<file path="config.mk">
export PLATFORM = sky130hd
export DESIGN_NAME = sirv_wdog_icb_regs
export DESIGN_NICKNAME = d
export VERILOG_FILES = /design/src/rtl/sirv_wdog_icb_regs_pkg.sv /design/src/rtl/sirv_wdog_icb_dec.sv /design/src/rtl/sirv_wdog_icb_regs.sv
export SDC_FILE = /design/constraint.sdc
export NUM_CORES = 1
export LEC_CHECK = 0
export ABC_AREA = 1
export CORE_AREA = 2 2 184 186
export DETAILED_ROUTE_END_ITERATION = 10
export DIE_AREA = 0 0 186 188
export GPL_TIMING_DRIVEN = 0
export SLEW_MARGIN = 20
export SYNTH_ARGS = -nofsm -noshare
export SYNTH_HDL_FRONTEND = slang
export SYNTH_SLANG_ARGS = --single-unit
</file>
<file path="constraint.sdc">
create_clock -name clk -period 1.4 [get_ports clk]
set_input_delay 0.28 -clock clk [delete_from_list [all_inputs] [get_ports clk]]
set_output_delay 0.28 -clock clk [all_outputs]
set_load 0.005 [all_outputs]
</file>
<file path="src/rtl/sirv_wdog_icb_regs_pkg.sv">
// Shared watchdog register map, core magic values and the register index used by the decoder.
// Offsets are byte offsets from the block base.
package sirv_wdog_icb_regs_pkg;
  localparam logic [11:0] WDOG_CFG_OFS     = 12'h000;
  localparam logic [11:0] WDOG_COUNTLO_OFS = 12'h008;
  localparam logic [11:0] WDOG_COUNTHI_OFS = 12'h00C;
  localparam logic [11:0] WDOG_S_OFS       = 12'h010;
  localparam logic [11:0] WDOG_FEED_OFS    = 12'h018;
  localparam logic [11:0] WDOG_KEY_OFS     = 12'h01C;
  localparam logic [11:0] WDOG_CMP0_OFS    = 12'h020;

  localparam logic [31:0] WDOG_FEED_MAGIC = 32'h0D09F00D;
  localparam logic [31:0] WDOG_KEY_MAGIC  = 32'h0051F15E;

  localparam int WDOG_NREGS = 7;

  typedef enum logic [2:0] {
    REG_CFG     = 3'd0,
    REG_COUNTLO = 3'd1,
    REG_COUNTHI = 3'd2,
    REG_S       = 3'd3,
    REG_FEED    = 3'd4,
    REG_KEY     = 3'd5,
    REG_CMP0    = 3'd6
  } wdog_reg_e;

  function automatic logic [11:0] wdog_reg_ofs(input wdog_reg_e r);
    case (r)
      REG_CFG:     wdog_reg_ofs = WDOG_CFG_OFS;
      REG_COUNTLO: wdog_reg_ofs = WDOG_COUNTLO_OFS;
      REG_COUNTHI: wdog_reg_ofs = WDOG_COUNTHI_OFS;
      REG_S:       wdog_reg_ofs = WDOG_S_OFS;
      REG_FEED:    wdog_reg_ofs = WDOG_FEED_OFS;
      REG_KEY:     wdog_reg_ofs = WDOG_KEY_OFS;
      default:     wdog_reg_ofs = WDOG_CMP0_OFS;
    endcase
  endfunction
endpackage

</file>
<file path="src/rtl/sirv_wdog_icb_dec.sv">
// Combinational address decode: one-hot register select plus hit flag.
// Exact offset match, so misaligned byte addresses miss every register.
module sirv_wdog_icb_dec
  import sirv_wdog_icb_regs_pkg::*;
#(
  parameter int             AW   = 12,
  parameter logic [AW-1:0]  BASE = '0
) (
  input  logic [AW-1:0]          addr,
  output logic [WDOG_NREGS-1:0]  sel,
  output logic                   hit
);
  logic [AW-1:0] ofs;

  always_comb begin
    ofs = addr - BASE;
    sel = '0;
    for (int i = 0; i < WDOG_NREGS; i++) begin
      if (ofs == AW'(wdog_reg_ofs(wdog_reg_e'(i)))) sel[i] = 1'b1;
    end
    hit = |sel;
  end
endmodule

</file>
<file path="src/rtl/sirv_wdog_icb_regs.sv">
// ICB slave front-end for the watchdog core: one outstanding command, strobe and response 1 cycle after handshake.
// Response is held under rsp back-pressure; a new command is taken in the same cycle the old response drains.
module sirv_wdog_icb_regs
  import sirv_wdog_icb_regs_pkg::*;
#(
  parameter int             AW   = 12,
  parameter logic [AW-1:0]  BASE = '0
) (
  input  logic          clk,
  input  logic          rst_n,
  input  logic          i_icb_cmd_valid,
  output logic          i_icb_cmd_ready,
  input  logic [AW-1:0] i_icb_cmd_addr,
  input  logic          i_icb_cmd_read,
  input  logic [31:0]   i_icb_cmd_wdata,
  input  logic [3:0]    i_icb_cmd_wmask,
  output logic          i_icb_rsp_valid,
  input  logic          i_icb_rsp_ready,
  output logic [31:0]   i_icb_rsp_rdata,
  output logic          i_icb_rsp_err,
  output logic          wdog_cfg_write_valid,
  output logic [31:0]   wdog_cfg_write_bits,
  input  logic [31:0]   wdog_cfg_read,
  output logic          wdog_countLo_write_valid,
  output logic [31:0]   wdog_countLo_write_bits,
  input  logic [31:0]   wdog_countLo_read,
  output logic          wdog_countHi_write_valid,
  output logic [31:0]   wdog_countHi_write_bits,
  input  logic [31:0]   wdog_countHi_read,
  output logic          wdog_s_write_valid,
  output logic [15:0]   wdog_s_write_bits,
  input  logic [15:0]   wdog_s_read,
  output logic          wdog_cmp_0_write_valid,
  output logic [15:0]   wdog_cmp_0_write_bits,
  input  logic [15:0]   wdog_cmp_0_read,
  output logic          wdog_feed_write_valid,
  output logic [31:0]   wdog_feed_write_bits,
  input  logic [31:0]   wdog_feed_read,
  output logic          wdog_key_write_valid,
  output logic [31:0]   wdog_key_write_bits,
  input  logic [31:0]   wdog_key_read
);
  typedef enum logic {ST_IDLE, ST_RESP} state_e;

  state_e                 state_q, state_d;
  logic [WDOG_NREGS-1:0]  sel, stb_q, stb_d;
  logic                   hit, hs, wr_ok;
  logic [31:0]            wdata_q, wdata_d, rdata_q, rdata_d, rd_mux;
  logic                   err_q, err_d;
  logic [31:0]            rd_vals [WDOG_NREGS];

  sirv_wdog_icb_dec #(.AW(AW), .BASE(BASE)) u_dec (
    .addr (i_icb_cmd_addr),
    .sel  (sel),
    .hit  (hit)
  );

  assign i_icb_rsp_valid = (state_q == ST_RESP);
  assign i_icb_cmd_ready = (state_q == ST_IDLE) | i_icb_rsp_ready;
  assign hs              = i_icb_cmd_valid & i_icb_cmd_ready;
  assign wr_ok           = hit & ~i_icb_cmd_read & (i_icb_cmd_wmask == 4'hF);

  always_comb begin
    rd_vals[REG_CFG]     = wdog_cfg_read;
    rd_vals[REG_COUNTLO] = wdog_countLo_read;
    rd_vals[REG_COUNTHI] = wdog_countHi_read;
    rd_vals[REG_S]       = {16'h0, wdog_s_read};
    rd_vals[REG_FEED]    = wdog_feed_read;
    rd_vals[REG_KEY]     = wdog_key_read;
    rd_vals[REG_CMP0]    = {16'h0, wdog_cmp_0_read};
    rd_mux = '0;
    for (int i = 0; i < WDOG_NREGS; i++) begin
      if (sel[i]) rd_mux = rd_mux | rd_vals[i];
    end
  end

  // Read data is captured only at the handshake, so later core changes or strobes cannot disturb it.
  always_comb begin
    state_d = state_q;
    stb_d   = '0;
    wdata_d = wdata_q;
    rdata_d = rdata_q;
    err_d   = err_q;
    if (hs) begin
      state_d = ST_RESP;
      rdata_d = i_icb_cmd_read ? rd_mux : 32'h0;
      err_d   = i_icb_cmd_read ? ~hit : ~wr_ok;
      if (wr_ok) begin
        stb_d   = sel;
        wdata_d = i_icb_cmd_wdata;
      end
    end else if (i_icb_rsp_ready) begin
      state_d = ST_IDLE;
    end
  end

  always_ff @(posedge clk or negedge rst_n) begin
    if (!rst_n) begin
      state_q <= ST_IDLE;
      stb_q   <= '0;
      wdata_q <= '0;
      rdata_q <= '0;
      err_q   <= 1'b0;
    end else begin
      state_q <= state_d;
      stb_q   <= stb_d;
      wdata_q <= wdata_d;
      rdata_q <= rdata_d;
      err_q   <= err_d;
    end
  end

  assign i_icb_rsp_rdata = rdata_q;
  assign i_icb_rsp_err   = err_q;

  assign wdog_cfg_write_valid     = stb_q[REG_CFG];
  assign wdog_countLo_write_valid = stb_q[REG_COUNTLO];
  assign wdog_countHi_write_valid = stb_q[REG_COUNTHI];
  assign wdog_s_write_valid       = stb_q[REG_S];
  assign wdog_feed_write_valid    = stb_q[REG_FEED];
  assign wdog_key_write_valid     = stb_q[REG_KEY];
  assign wdog_cmp_0_write_valid   = stb_q[REG_CMP0];

  assign wdog_cfg_write_bits     = wdata_q;
  assign wdog_countLo_write_bits = wdata_q;
  assign wdog_countHi_write_bits = wdata_q;
  assign wdog_s_write_bits       = wdata_q[15:0];
  assign wdog_feed_write_bits    = wdata_q;
  assign wdog_key_write_bits     = wdata_q;
  assign wdog_cmp_0_write_bits   = wdata_q[15:0];
endmodule

</file>
==> metrics <==
fraction of layout cells with a size suffix above 1 49.6%; RePlAce Congestion 0.922; Worst-Margin Slew 0.378 ns; drt first pass iters 4; Pins Over Slew Limit 0; starting density of the core 18.0%; placed insts 1850; Die ar. 0.0350 sq mm; share of the synthesized area in the top cell type 30.6%; switching portion of total power 23.5%; num ports 479; largest net degree at the start of global routing 50; top cells by area, synth dfrtp_1, buf_4, nand2_1; vias in the first global route 8863; FP Rows 67; drt wl/cell 18.5 microns; Syn. warnings 0; initial drt markers 290; fmax 645 MHz; clock buffer count from CTS 9; RSZ-0062 raised after global routing yes; Setup violations, final 125; commonest cells after routing, fill and taps aside buf_6, clkdlybuf4s50_1, nand2_1; Final WS setup -0.151 ns; Leak 7.81 nW; vias per cell 4.16; Int Pwr 4.68 mW; initial antenna violation count 1; HP Class in2async; Comb pwr share 19.7%; sequential fraction of design power 34.7%; total gr overflow 0; min Tclk post-route 1.55 ns; Tcrit/Tclk final 111%; Die H 188 microns; crit path kind reg2out; Synth Register Bits 73; maximum clock path buffer count 2; WP data required 1.12 ns; Arr. time, crit path 1.27 ns; fin nets 1818; synthesis-to-finish area growth 156%; DRT antenna net count 0; post-synth top area cell dfrtp_1; max cap viols 0; # port buffers 478; ant diodes 0; final count of hold timing violations 0; endpoint class of the critical path output port; crit path max fanout 5; Setup Skew 0.00978 ns; Core Area 0.0331 sq mm; worst vdd ir 429 uV; Overall Power 6.12 mW; net count after synthesis 1168; first-pass GRT wire length 53.3 mm; GRT Overall Usage 20.3%; Reg clk slew, reported paths 0.06 ns; Post-Syn Instances 923; CTS tree done; Hold WS 0.421 ns; Mean Syn Cell Area 6.46 sq um; die width 186 microns; pwr dens 401 mW/mm^2; fin cells 2026; synthesized area 0.00596 sq mm; clock power share 45.6%; Max-slew headroom 74.8%; Yosys cell types 20; switching power 1.44 mW; post-synthesis sequential area ratio 30.6%; commonest non-fill, non-tap cell in the layout buf_6; Place WS -1.33 ns; final WL 37.4 mm; Vias 8433; DR DRC count 0; root buf cell clkbuf_16; status finished with violations; failing checks setup timing; DPL Wire Length 25.7 mm; H-Tree Depth 3; clock sink count 73; Clk Latency, worst-skew pair 0.34 ns; Startpoint Class flop
flip-flops by register name, indices dropped and copies added, names as in the netlist:
name,count
wdog_cfg_write_bits,32
i_icb_rsp_err,1
stb_q,7
i_icb_rsp_rdata,32
i_icb_rsp_valid,1
per-stage QoR:
step | TNS (ns) | util [%] | cell area (sq um)
after floorplan | -0.788 | - | 5990
after global placement | -279.01 | 34.2 | 11300
after detailed placement | -81.25 | 34.3 | 11400
after CTS | -10.68 | 44.3 | 14700
after global routing | -11.44 | 46.1 | 15300
final | -5.01 | 46.1 | 15300
path summary, 6_finish.rpt:
path	slack (ns)	cells after the start	from	endpoint
setup / recovery	-0.15	4	wdog_cfg_write_bits[2]	wdog_cmp_0_write_bits[2]
hold / removal	0.42	2	rst_n	wdog_cfg_write_bits[18]
setup reg to reg	-0.06	9	i_icb_rsp_valid	wdog_cfg_write_bits[10]
hold reg to reg	0.47	2	i_icb_rsp_rdata[16]	i_icb_rsp_rdata[16]
max in group asynchronous	0.38	3	rst_n	wdog_cfg_write_bits[1]
min in group clk	0.45	7	i_icb_cmd_addr[3]	stb_q[1]
logic make-up (layout without fill, tap and decap cells):
kind of cell	after synthesis	in the layout	share of synthesized area, %
AND/OR/NAND/NOR	583	583	41.4
flip-flops	73	73	30.6
buffers and inverters	257	912	27.0
AO/OA/AOI/OAI	10	10	0.881
power by group through the flow:
stage / sequential, mW / combinational (mW) / clock, mW
6_report: 2.12 / 1.21 / 2.79
5_1_grt: 2.12 / 1.28 / 2.95
4_1_cts: 2.12 / 1.16 / 2.87
3_5_place_dp: 2.16 / 1.01 / 0
3_3_place_gp: 2.16 / 1.00 / 0
2_1_floorplan: 2.16 / 0.141 / 0
metal layers:
layer	GRT usage (%)	wire length, microns	vias to the layer above
li1	-	-	4036
met1	22.7	14100	3974
met2	37.6	19500	361
met3	4.62	2610	60
met4	6.48	1140	2
met5	0	16	-
cell type report:
class | count | area [sq um]
Buffer | 141 | 1630
Clock buffer | 11 | 243
Clock inverter | 5 | 103
Fill cell | 3102 | 17900
Inverter | 49 | 189
Multi-Input combinational cell | 593 | 3360
Sequential cell | 73 | 1870
Tap cell | 448 | 561
Timing Repair Buffer | 706 | 7320
repair_timing:
| item | in CTS | in global routing |
|---|---|---|
| pin swaps | 35 | 85 |
| setup buffers | 199 | 53 |
| endpoints found under the hold margin | 24 | 0 |
| setup endpoints to repair | 307 | 227 |
| resized for setup | 1294 | 303 |
| cloned | 7 | 9 |
| hold buffers | 1 | 0 |
synth_stat cells:
master    number
dfrtp_1       73
o21ai_1        2
nor2_4         2
nor2_2         6
inv_2          5
buf_4        163
clkbuf_1      28
nor3_2         1
buf_2         15
inv_1         43
a22oi_1        1
nor2_1        85
nand4_1        1
nand2_4        1
inv_4          1
nand2_2        3
buf_6          2
o21ai_0        7
nand2_1      301
nand3_1      183
worst max-delay path, cell delays in order (launching register included):
cell	delay (ns)
dfrtp_2	0.46
buf_6	0.15
buf_12	0.12
buf_6	0.10
buf_6	0.10
Note: power is estimated with default switching activity, not from simulation.
